File: src/rtl/send_pkg.sv
// rtl/send_pkg.sv - shared frame-link state encoding and field constants
// S_IFG and IFG_LEN exist only when SEND_TOP_IFG_EN is defined.
package send_pkg;

  typedef enum logic [3:0] {
    S_IDLE     = 4'd0,
    S_PREAMBLE = 4'd1,
    S_SFD      = 4'd2,
    S_MACDST   = 4'd3,
    S_MACSRC   = 4'd4,
    S_PLLEN    = 4'd5,
    S_PL       = 4'd6,
    S_FCS      = 4'd7
`ifdef SEND_TOP_IFG_EN
    , S_IFG    = 4'd8
`endif
  } state_t;

  localparam logic [7:0]  PREAMBLE_BYTE = 8'hAA;
  localparam logic [7:0]  SFD_BYTE      = 8'hAB;
  localparam logic [15:0] PREAMBLE_LEN  = 16'd7;
  localparam logic [15:0] MAC_LEN       = 16'd6;
  localparam logic [15:0] PLLEN_LEN     = 16'd2;
  localparam logic [15:0] FCS_LEN       = 16'd4;
`ifdef SEND_TOP_IFG_EN
  localparam logic [15:0] IFG_LEN       = 16'd12;
`endif

  // Addresses go out least-significant byte first.
  function automatic logic [7:0] mac_byte(input logic [47:0] addr, input logic [2:0] idx);
    return 8'(addr >> {idx, 3'b000});
  endfunction

  function automatic logic [7:0] fcs_byte(input logic [7:0] sum);
    return 8'(~sum + 8'd1);
  endfunction

endpackage

File: src/rtl/send_fifo.sv
// rtl/send_fifo.sv - synchronous byte FIFO for the transmitter payload
// Combinational read of the head entry; rd_i pops it on the clock edge.
module send_fifo #(
  parameter int DEPTH = 64
) (
  input  logic                    clk,
  input  logic                    rst,
  input  logic [7:0]              wr_data_i,
  input  logic                    wr_vld_i,
  output logic                    wr_rdy_o,
  input  logic                    rd_i,
  output logic [7:0]              rd_data_o,
  output logic [$clog2(DEPTH):0]  count_o
);

  localparam int AW = $clog2(DEPTH);
  localparam logic [AW:0] CNT_ONE  = (AW+1)'(1);
  localparam logic [AW:0] CNT_FULL = (AW+1)'(DEPTH);

  logic [7:0]    mem_q [DEPTH];
  logic [AW-1:0] wr_ptr_q, rd_ptr_q;
  logic [AW:0]   count_q, count_d;
  logic          wr_rdy_q;
  logic          wr_en;

  assign wr_en     = wr_vld_i && wr_rdy_q;
  assign wr_rdy_o  = wr_rdy_q;
  assign rd_data_o = mem_q[rd_ptr_q];
  assign count_o   = count_q;

  always_comb begin
    count_d = count_q;
    if (wr_en && !rd_i) begin
      count_d = count_q + CNT_ONE;
    end else if (!wr_en && rd_i) begin
      count_d = count_q - CNT_ONE;
    end
  end

  always_ff @(posedge clk) begin
    if (wr_en) begin
      mem_q[wr_ptr_q] <= wr_data_i;
    end
  end

  always_ff @(posedge clk) begin
    if (!rst) begin
      wr_ptr_q <= '0;
      rd_ptr_q <= '0;
      count_q  <= '0;
      wr_rdy_q <= 1'b1;
    end else begin
      if (wr_en) wr_ptr_q <= wr_ptr_q + AW'(1);
      if (rd_i)  rd_ptr_q <= rd_ptr_q + AW'(1);
      count_q  <= count_d;
      wr_rdy_q <= (count_d != CNT_FULL);
    end
  end

endmodule

File: src/rtl/send_top.sv
// rtl/send_top.sv - byte-serial frame transmitter with payload FIFO and LRC check field
// Define SEND_TOP_IFG_EN to insert a 12-cycle inter-frame gap after each frame.
module send_top
  import send_pkg::*;
#(
  parameter logic [47:0] SRC_MAC_ADDR = 48'h000a959d6820,
  parameter int          FIFO_DEPTH   = 64
) (
  input  logic        clk,
  input  logic        rst,
  input  logic [7:0]  pl_data,
  input  logic        pl_vld,
  output logic        pl_ready,
  input  logic        start,
  input  logic [15:0] len,
  input  logic [47:0] dst_mac,
  output logic        ready,
  output logic        reject,
  output logic [7:0]  tx_data,
  output logic        tx_vld,
  output logic        tx_start,
  output logic        done
);

  localparam int CW = $clog2(FIFO_DEPTH) + 1;

  state_t        state_q;
  logic [15:0]   cnt_q;
  logic [15:0]   len_q;
  logic [47:0]   dst_q;
  logic [7:0]    sum_q;
  logic          ready_q, reject_q, tx_vld_q, tx_start_q, done_q;
  logic [7:0]    tx_data_q;

  logic [CW-1:0] fifo_count;
  logic [7:0]    fifo_rd_data;
  logic          fifo_pop;
  logic          accept;
  logic          last_pl;

  send_fifo #(.DEPTH(FIFO_DEPTH)) u_fifo (
    .clk       (clk),
    .rst       (rst),
    .wr_data_i (pl_data),
    .wr_vld_i  (pl_vld),
    .wr_rdy_o  (pl_ready),
    .rd_i      (fifo_pop),
    .rd_data_o (fifo_rd_data),
    .count_o   (fifo_count)
  );

  assign accept  = start && ready_q && (len != 16'd0) && ({1'b0, len} <= 17'(fifo_count));
  assign last_pl = (cnt_q == len_q - 16'd1);
  // Pop on every edge that puts a payload byte on tx_data.
  assign fifo_pop = ((state_q == S_PLLEN) && (cnt_q == PLLEN_LEN - 16'd1)) ||
                    ((state_q == S_PL) && !last_pl);

  assign ready    = ready_q;
  assign reject   = reject_q;
  assign tx_data  = tx_data_q;
  assign tx_vld   = tx_vld_q;
  assign tx_start = tx_start_q;
  assign done     = done_q;

  // state_q/cnt_q name the byte currently on tx_data; each edge chooses the next one.
  always_ff @(posedge clk) begin
    if (!rst) begin
      state_q    <= S_IDLE;
      cnt_q      <= '0;
      len_q      <= '0;
      dst_q      <= '0;
      sum_q      <= '0;
      ready_q    <= 1'b1;
      reject_q   <= 1'b0;
      tx_data_q  <= '0;
      tx_vld_q   <= 1'b0;
      tx_start_q <= 1'b0;
      done_q     <= 1'b0;
    end else begin
      tx_start_q <= 1'b0;
      done_q     <= 1'b0;
      reject_q   <= 1'b0;
      case (state_q)
        S_IDLE: begin
          ready_q   <= 1'b1;
          tx_vld_q  <= 1'b0;
          tx_data_q <= '0;
          if (accept) begin
            state_q    <= S_PREAMBLE;
            cnt_q      <= '0;
            len_q      <= len;
            dst_q      <= dst_mac;
            sum_q      <= '0;
            ready_q    <= 1'b0;
            tx_vld_q   <= 1'b1;
            tx_data_q  <= PREAMBLE_BYTE;
            tx_start_q <= 1'b1;
          end else if (start && ready_q) begin
            reject_q <= 1'b1;
          end
        end
        S_PREAMBLE: begin
          if (cnt_q == PREAMBLE_LEN - 16'd1) begin
            state_q   <= S_SFD;
            cnt_q     <= '0;
            tx_data_q <= SFD_BYTE;
          end else begin
            cnt_q     <= cnt_q + 16'd1;
            tx_data_q <= PREAMBLE_BYTE;
          end
        end
        S_SFD: begin
          state_q   <= S_MACDST;
          cnt_q     <= '0;
          tx_data_q <= mac_byte(dst_q, 3'd0);
          sum_q     <= sum_q + mac_byte(dst_q, 3'd0);
        end
        S_MACDST: begin
          if (cnt_q == MAC_LEN - 16'd1) begin
            state_q   <= S_MACSRC;
            cnt_q     <= '0;
            tx_data_q <= mac_byte(SRC_MAC_ADDR, 3'd0);
            sum_q     <= sum_q + mac_byte(SRC_MAC_ADDR, 3'd0);
          end else begin
            cnt_q     <= cnt_q + 16'd1;
            tx_data_q <= mac_byte(dst_q, 3'(cnt_q + 16'd1));
            sum_q     <= sum_q + mac_byte(dst_q, 3'(cnt_q + 16'd1));
          end
        end
        S_MACSRC: begin
          if (cnt_q == MAC_LEN - 16'd1) begin
            state_q   <= S_PLLEN;
            cnt_q     <= '0;
            tx_data_q <= len_q[7:0];
            sum_q     <= sum_q + len_q[7:0];
          end else begin
            cnt_q     <= cnt_q + 16'd1;
            tx_data_q <= mac_byte(SRC_MAC_ADDR, 3'(cnt_q + 16'd1));
            sum_q     <= sum_q + mac_byte(SRC_MAC_ADDR, 3'(cnt_q + 16'd1));
          end
        end
        S_PLLEN: begin
          if (cnt_q == PLLEN_LEN - 16'd1) begin
            state_q   <= S_PL;
            cnt_q     <= '0;
            tx_data_q <= fifo_rd_data;
            sum_q     <= sum_q + fifo_rd_data;
          end else begin
            cnt_q     <= cnt_q + 16'd1;
            tx_data_q <= len_q[15:8];
            sum_q     <= sum_q + len_q[15:8];
          end
        end
        S_PL: begin
          if (last_pl) begin
            state_q   <= S_FCS;
            cnt_q     <= '0;
            tx_data_q <= fcs_byte(sum_q);
          end else begin
            cnt_q     <= cnt_q + 16'd1;
            tx_data_q <= fifo_rd_data;
            sum_q     <= sum_q + fifo_rd_data;
          end
        end
        S_FCS: begin
          if (cnt_q == FCS_LEN - 16'd1) begin
            cnt_q     <= '0;
            tx_vld_q  <= 1'b0;
            tx_data_q <= '0;
`ifdef SEND_TOP_IFG_EN
            state_q   <= S_IFG;
`else
            state_q   <= S_IDLE;
            ready_q   <= 1'b1;
`endif
          end else begin
            cnt_q  <= cnt_q + 16'd1;
            done_q <= (cnt_q == FCS_LEN - 16'd2);
          end
        end
`ifdef SEND_TOP_IFG_EN
        S_IFG: begin
          if (cnt_q == IFG_LEN - 16'd1) begin
            state_q <= S_IDLE;
            cnt_q   <= '0;
            ready_q <= 1'b1;
          end else begin
            cnt_q <= cnt_q + 16'd1;
          end
        end
`endif
        default: begin
          state_q   <= S_IDLE;
          cnt_q     <= '0;
          ready_q   <= 1'b1;
          tx_vld_q  <= 1'b0;
          tx_data_q <= '0;
        end
      endcase
    end
  end

endmodule

File: config.mk
export PLATFORM = sky130hd
export DESIGN_NAME = send_top
export DESIGN_NICKNAME = d
export VERILOG_FILES = /design/src/rtl/send_pkg.sv /design/src/rtl/send_fifo.sv /design/src/rtl/send_top.sv
export SDC_FILE = /design/constraint.sdc
export NUM_CORES = 1
export LEC_CHECK = 0
export ABC_AREA = 1
export CAP_MARGIN = 20
export CORE_UTILIZATION = 45
export DETAILED_ROUTE_END_ITERATION = 12
export PLACE_DENSITY_LB_ADDON = 0.25
export SLEW_MARGIN = 20
export SYNTH_ARGS = -nofsm -noshare
export SYNTH_HDL_FRONTEND = slang
export SYNTH_SLANG_ARGS = --single-unit
File: constraint.sdc
create_clock -name clk -period 4.7 [get_ports clk]
set_clock_uncertainty 0.1 [all_clocks]
set_input_delay 0.705 -clock clk [delete_from_list [all_inputs] [get_ports clk]]
set_output_delay 0.705 -clock clk [all_outputs]
set_load 0.05 [all_outputs]
==> metrics.md <==
| Metric | Value |
|---|---|
| Crit path max fanout | `76` |
| Largest net degree at the start of global routing | `a little under 100` |
| Synthesized area | `approximately 29000 um^2` |
| Commonest non-fill, non-tap cell in the layout | `edfxtp_1` |
| Setup WS post-layout | `472.5 ps` |
| FF+latch count, synth | `about 640` |
| RSZ-0062 raised after global routing | `false` |
| CP delay by family, top | `compound AO/OA/AOI/OAI gates` |
| Cells after Synth | `2839` |
| Fillers | `5517` |
| Dpl cell area | `around 31000 um^2` |
| Die X | `between 200 and 300 um` |
| Vias per cell | `between 5 and 6` |
| Non-Filler Instances | `~3800` |
| Post-route setup TNS | `0 ps` |
| Core Box Area | `~63000 um^2` |
| Reg clk slew, reported paths | `60 ps` |
| Post-CTS setup buffer count | `0` |
| First-pass GRT wire length | `approximately 120000 um` |
| Root Driver | `clkbuf_16` |
| Period utilisation layout | `0.8995` |
| PwrDens | `about 370 nW/um^2` |
| DRC Markers | `0` |
| Placed cell count | `3688` |
| Worst-case reg-to-reg path depth | `19` |
| DR WL/cell | `a little over 20 um` |
| PortBufs | `89` |
| Routed Antenna Nets | `0` |
| Most frequent cells in the layout | `edfxtp_1, nor2_1, o21ai_0` |
| Worst Hold Depth | `1` |
| MaxCap Viol Count | `0` |
| Startpoint types | `flop` |
| Final HPWL DP | `~50000 um` |
| Relative slew slack | `0.3667` |
| Clock sink count | `roughly 640` |
| Critical path arrival | `~4600 ps` |
| Post-route cell area | `around 33000 um^2` |
| Pre-antenna DRT Iters | `6` |
| IO Count | `90` |
| Final worst path period need | `4227 ps` |
| Post-CTS Hold Fix Bufs | `0` |
| Main synth FF type | `edfxtp_1` |
| CTS Buffer Depth | `3` |
| Crit Path Class | `reg -> reg` |
| Critical path capture point type | `flop` |
| Initial drt markers | `about 2300` |
| Setup violators final | `0` |
| Hold Fails Final Rpt | `0` |
| Total power | `12.06 mW` |
| Synth-to-layout area growth | `14.15%` |
| Number of flops mapped to enable cells by yosys | `roughly 500` |
| Slew at the pin closest to its max-slew limit | `around 950 ps` |
| Diodes inserted | `0` |
| Die area | `about 65000 um^2` |
| Die height | `254.9 um` |
| Buf/Inv on CP | `4` |
| Clock latency on the worst-skew pair | `slightly above 600 ps` |
| Rows | `92` |
| DRT Wirelength | `roughly 80000 um` |
| Tot GR Track Use | `0.2430` |
| Register area share after synthesis | `0.6245` |
| Ys async rst share | `0` |
| Synthesized net count | `between 2000 and 3000` |
| RD Place Congestion | `0.9122` |
| Max Slew Vio Count | `0` |
| Share of layout cells above drive strength 1 | `0.07513` |
| CTS resizes | `0` |
| Slowest stage delay, CP | `a little over 600 ps` |
| Nets@finish | `3040` |
| Gr ovfl total | `0` |
| Max Freq | `approximately 240 MHz` |
| Pre-CTS setup slack | `564.9 ps` |
| Tightest Hold Check Type | `in -> reg` |
| Yosys cell types | `53` |
| Vias | `between 20000 and 25000` |
| Stages on the worst setup path | `19` |
| Outcome | `finished, final reports clean` |
| CTS tree | `built` |
| CTS Buf Count | `68` |
| Req. time, crit path | `5080 ps` |
| H-tree Lvls | `3` |
| Initial antenna violation count | `0` |
| Crit path cell chain | `inv_6 > buf_12 > o21ai_0 > o22ai_1 > nor2_1 > o221ai_1 > nand3_1 > nand2_1 > ha_1 > inv_1 > o21ai_0 > nand2_1 > nand2_1 > a21oi_1 > inv_1 > nor2_1 > o211ai_1 > o21ai_0 > a21oi_1` |
| Syn_area_per_cell | `roughly 10 um^2` |
| Lkg Pwr | `between 10 and 15 nW` |
| Crit-path slowest cell | `o221ai_1` |
| Ys Warns | `0` |
| Vias in the first global route | `20430` |
| Maximum vdd ir drop | `~0.31 mV` |
| Initial Util | `0.4555` |
==> Yosys cell counts, types with 10 or more instances <==
library cell  count  area share
xor2_1           24      0.0073
inv_2            11      0.0014
edfxtp_1        512        0.53
o21ai_0         408       0.071
o211ai_1         21      0.0055
nor3_1           25      0.0043
nor2_1          470       0.061
nand2_1         337       0.044
xnor2_1          12      0.0037
buf_2            39      0.0068
o221ai_1         20      0.0061
nand3_1          89       0.015
ha_1             48       0.021
clkbuf_1        102       0.013
o22ai_1         142       0.031
inv_1           167       0.022
or2_2            10      0.0022
dfxtp_1         130       0.090
a21oi_1         150       0.026
nand4_1          23      0.0050
==> stage by stage <==
stage                     hold slack, ps    util
final                              270.4  0.5200
after global routing               278.5  0.5200
after CTS                          243.5  0.5199
after detailed placement           343.5  0.4849
after global placement             335.8  0.4849
after floorplan                    323.9       -
==> worst register-to-register path, stage by stage (launching register included) <==
cell	delay (ps)
dfxtp_4	450
inv_6	450
buf_12	350
o21ai_0	210
o22ai_1	280
nor2_1	90
o221ai_1	610
nand3_1	150
nand2_1	150
ha_1	280
inv_1	80
o21ai_0	110
nand2_1	100
nand2_1	50
a21oi_1	130
inv_1	70
nor2_1	100
o211ai_1	100
o21ai_0	170
a21oi_1	80
==> path summary, 6_finish.rpt <==
| check | start | to | slack (ps) |
|---|---|---|---|
| setup / recovery | flop | sum_q[6] | 470 |
| hold / removal | pl_data[4] | u_fifo.mem_q[11][4] | 270 |
| setup reg to reg | flop | sum_q[6] | 470 |
| hold reg to reg | dst_q[24] | dst_q[24] | 350 |
==> layer usage <==
| layer | up-vias | wire length [um] | global-route usage |
|---|---|---|---|
| li1 | 10230 | - | - |
| met1 | 10440 | 33780 | 0.3406 |
| met2 | 916 | 36060 | 0.3776 |
| met3 | 142 | 6276 | 0.04017 |
| met4 | 0 | 2599 | 0.09581 |
| met5 | - | 0 | 0 |
==> registers in the layout (all words and copies together), names as in the netlist, named ones only <==
signal           count
u_fifo.mem_q       512
dst_q               48
cnt_q               16
len_q               16
sum_q                8
tx_data              8
u_fifo.count_o       7
u_fifo.rd_ptr_q      6
u_fifo.wr_ptr_q      6
state_q              3
done                 1
ready                1
reject               1
tx_start             1
tx_vld               1
u_fifo.wr_rdy_o      1
==> cells by family after synthesis <==
logic type / synth area share
AND/OR/NAND/NOR: 0.1445
AO/OA/AOI/OAI: 0.1490
flip-flops: 0.6245
buffers and inverters: 0.04620
adder cells (fa/ha/maj): 0.02365
XOR/XNOR: 0.01178
multiplexers: 0.0003477
==> final cells by class <==
cell class / count / area, um^2 / area share
flip-flops and latches: 642 / 17990 / 0.5473
multi-input cells: 1864 / 9479 / 0.2885
clock buffers: 91 / 1892 / 0.05757
repair buffers: 152 / 1426 / 0.04341
well taps: 846 / 1059 / 0.03221
inverters: 184 / 700.7 / 0.02132
clock inverters: 35 / 317.8 / 0.009671
==> power by group <==
part	leakage [nW]	internal, mW	switching [mW]
Sequential	5.66	6.15	0.0241
Combinational	4.93	0.161	0.368
Clock	1.08	3.12	2.24
Total	11.7	9.43	2.64
Power figures use the tool's default switching activity.
==> edit: new RTL, same flow settings <==
Add a define of `SEND_TOP_IFG_EN`.
--- a/src/rtl/send_pkg.sv
+++ b/src/rtl/send_pkg.sv
@@ -1,5 +1,7 @@
 // rtl/send_pkg.sv - shared frame-link state encoding and field constants
 // S_IFG and IFG_LEN exist only when SEND_TOP_IFG_EN is defined.
+`define SEND_TOP_IFG_EN
+
 package send_pkg;
 
   typedef enum logic [3:0] {
Function: same outputs for any inputs over 4 cycles, from zero or initial values and one cycle with rst low; that may be too few to reach the edited logic, so the function may still have changed.
==> edit against the original RTL <==
- utilization is 0.059 points higher
- synthesized area grew 0.22%
- non-clock buffer count fell by 15
- via count fell by 0.25%
- routed wire length rose by 2.8%
- final area rose by 0.11%
- sequential cell count up 1
- worst setup slack better by 140 ps
- critical path type unchanged
Power is not compared: it rests on default switching activity, and its combinational part moved more than twofold at a synthesized area within 25%.
==> edit: results (changes against the original RTL) <==
* Status: completed (unchanged)
* Hold path endpoint: dst_q[41] (was u_fifo.mem_q[11][4])
* Hold path startpoint: dst_q[41] (was pl_data[4])
* Top cells by count, synth: nor2_1 (536), edfxtp_1 (512), o21ai_0 (427), nand2_1 (278), inv_1 (170) (was edfxtp_1 (512), nor2_1 (470), o21ai_0 (408), nand2_1 (337), inv_1 (167))
* Placed instance count at 3679 (was 3688)
* Met3 wire len at 5664 um (was 6276 um)
* Synth Area in Compound Gates at 15.10% (was 14.90%)
* Met3 Use GR at 4.119% (was 4.017%)
* Xor and xnor area share after synthesis at 1.457% (was 1.178%)
* Met1 usage at 34.74% (was 34.06%)
* Total CTS buffers at 71 (was 68)
* Worst Hold Margin at 356.0 ps (was 270.4 ps)
* Worst slew pin tran at 1083 ps (was 946.4 ps)
* Placed cell areas at 30600 um2 (was 30640 um2)
* Total Routing Usage GR at 24.85% (was 24.30%)
* Initial DRC Count at 2191 (was 2288)
* Worst slack, placed at 672.4 ps (was 564.9 ps)
* Worst Path Max Fanout at 10 (was 76)
* Worst hold path depth at 2 (was 1)
* M1 WL at 35280 um (was 33780 um)
* Worst r2r path cells at 17 (was 19)
* Adder-Cell Fraction of Synth Area at 2.359% (was 2.364%)
* Largest net degree at the start of global routing at 133 (was 97)
* Met2 WL at 38100 um (was 36060 um)
* Synth unique cells at 55 (was 53)
* Layout net count at 3034 (was 3040)
* Share of layout cells above drive strength 1 at 7.020% (was 7.513%)
* Slowest CP cell: o21ai_0 (was o221ai_1)
* Post-route setup slack at 613.7 ps (was 472.5 ps)
* Critical Path AT at 4470 ps (was 4610 ps)
* Ranking of synthesized cells by area: edfxtp_1 (53%), dfxtp_1 (9.1%), o21ai_0 (7.4%) (was edfxtp_1 (53%), dfxtp_1 (9.0%), o21ai_0 (7.1%))
* Met2 usage at 39.99% (was 37.76%)
* Post-synthesis instance total at 2847 (was 2839)
* Number of global-route vias before repair at 20395 (was 20427)
* Routability Congestion at 0.9661 (was 0.9122)
[edit: changes by cell type after synthesis, moves of 11 or more]
cell | before | now
nand2_1 | 337 | 278
nand3_1 | 89 | 63
nor2_1 | 470 | 536
a21oi_1 | 150 | 128
clkbuf_1 | 102 | 113
buf_2 | 39 | 27
o21ai_0 | 408 | 427
[edit: cells by family (layout without fill, tap and decap cells)]
kind of cell	Yosys count	count (layout)
compound gates	785	785
fa+ha+maj	52	52
buf+inv	331	447
simple gates	988	988
flops	643	643
xor+xnor	48	48
[edit: final cells by class]
type | instances | area, um2 | share of cell area, %
Sequential cell | 643 | 18010 | 54.73
Multi-Input combinational cell | 1873 | 9549 | 29.03
Clock buffer | 87 | 1899 | 5.773
Timing Repair Buffer | 137 | 1309 | 3.978
Tap cell | 846 | 1059 | 3.218
Inverter | 180 | 680.7 | 2.069
Clock inverter | 43 | 395.4 | 1.202
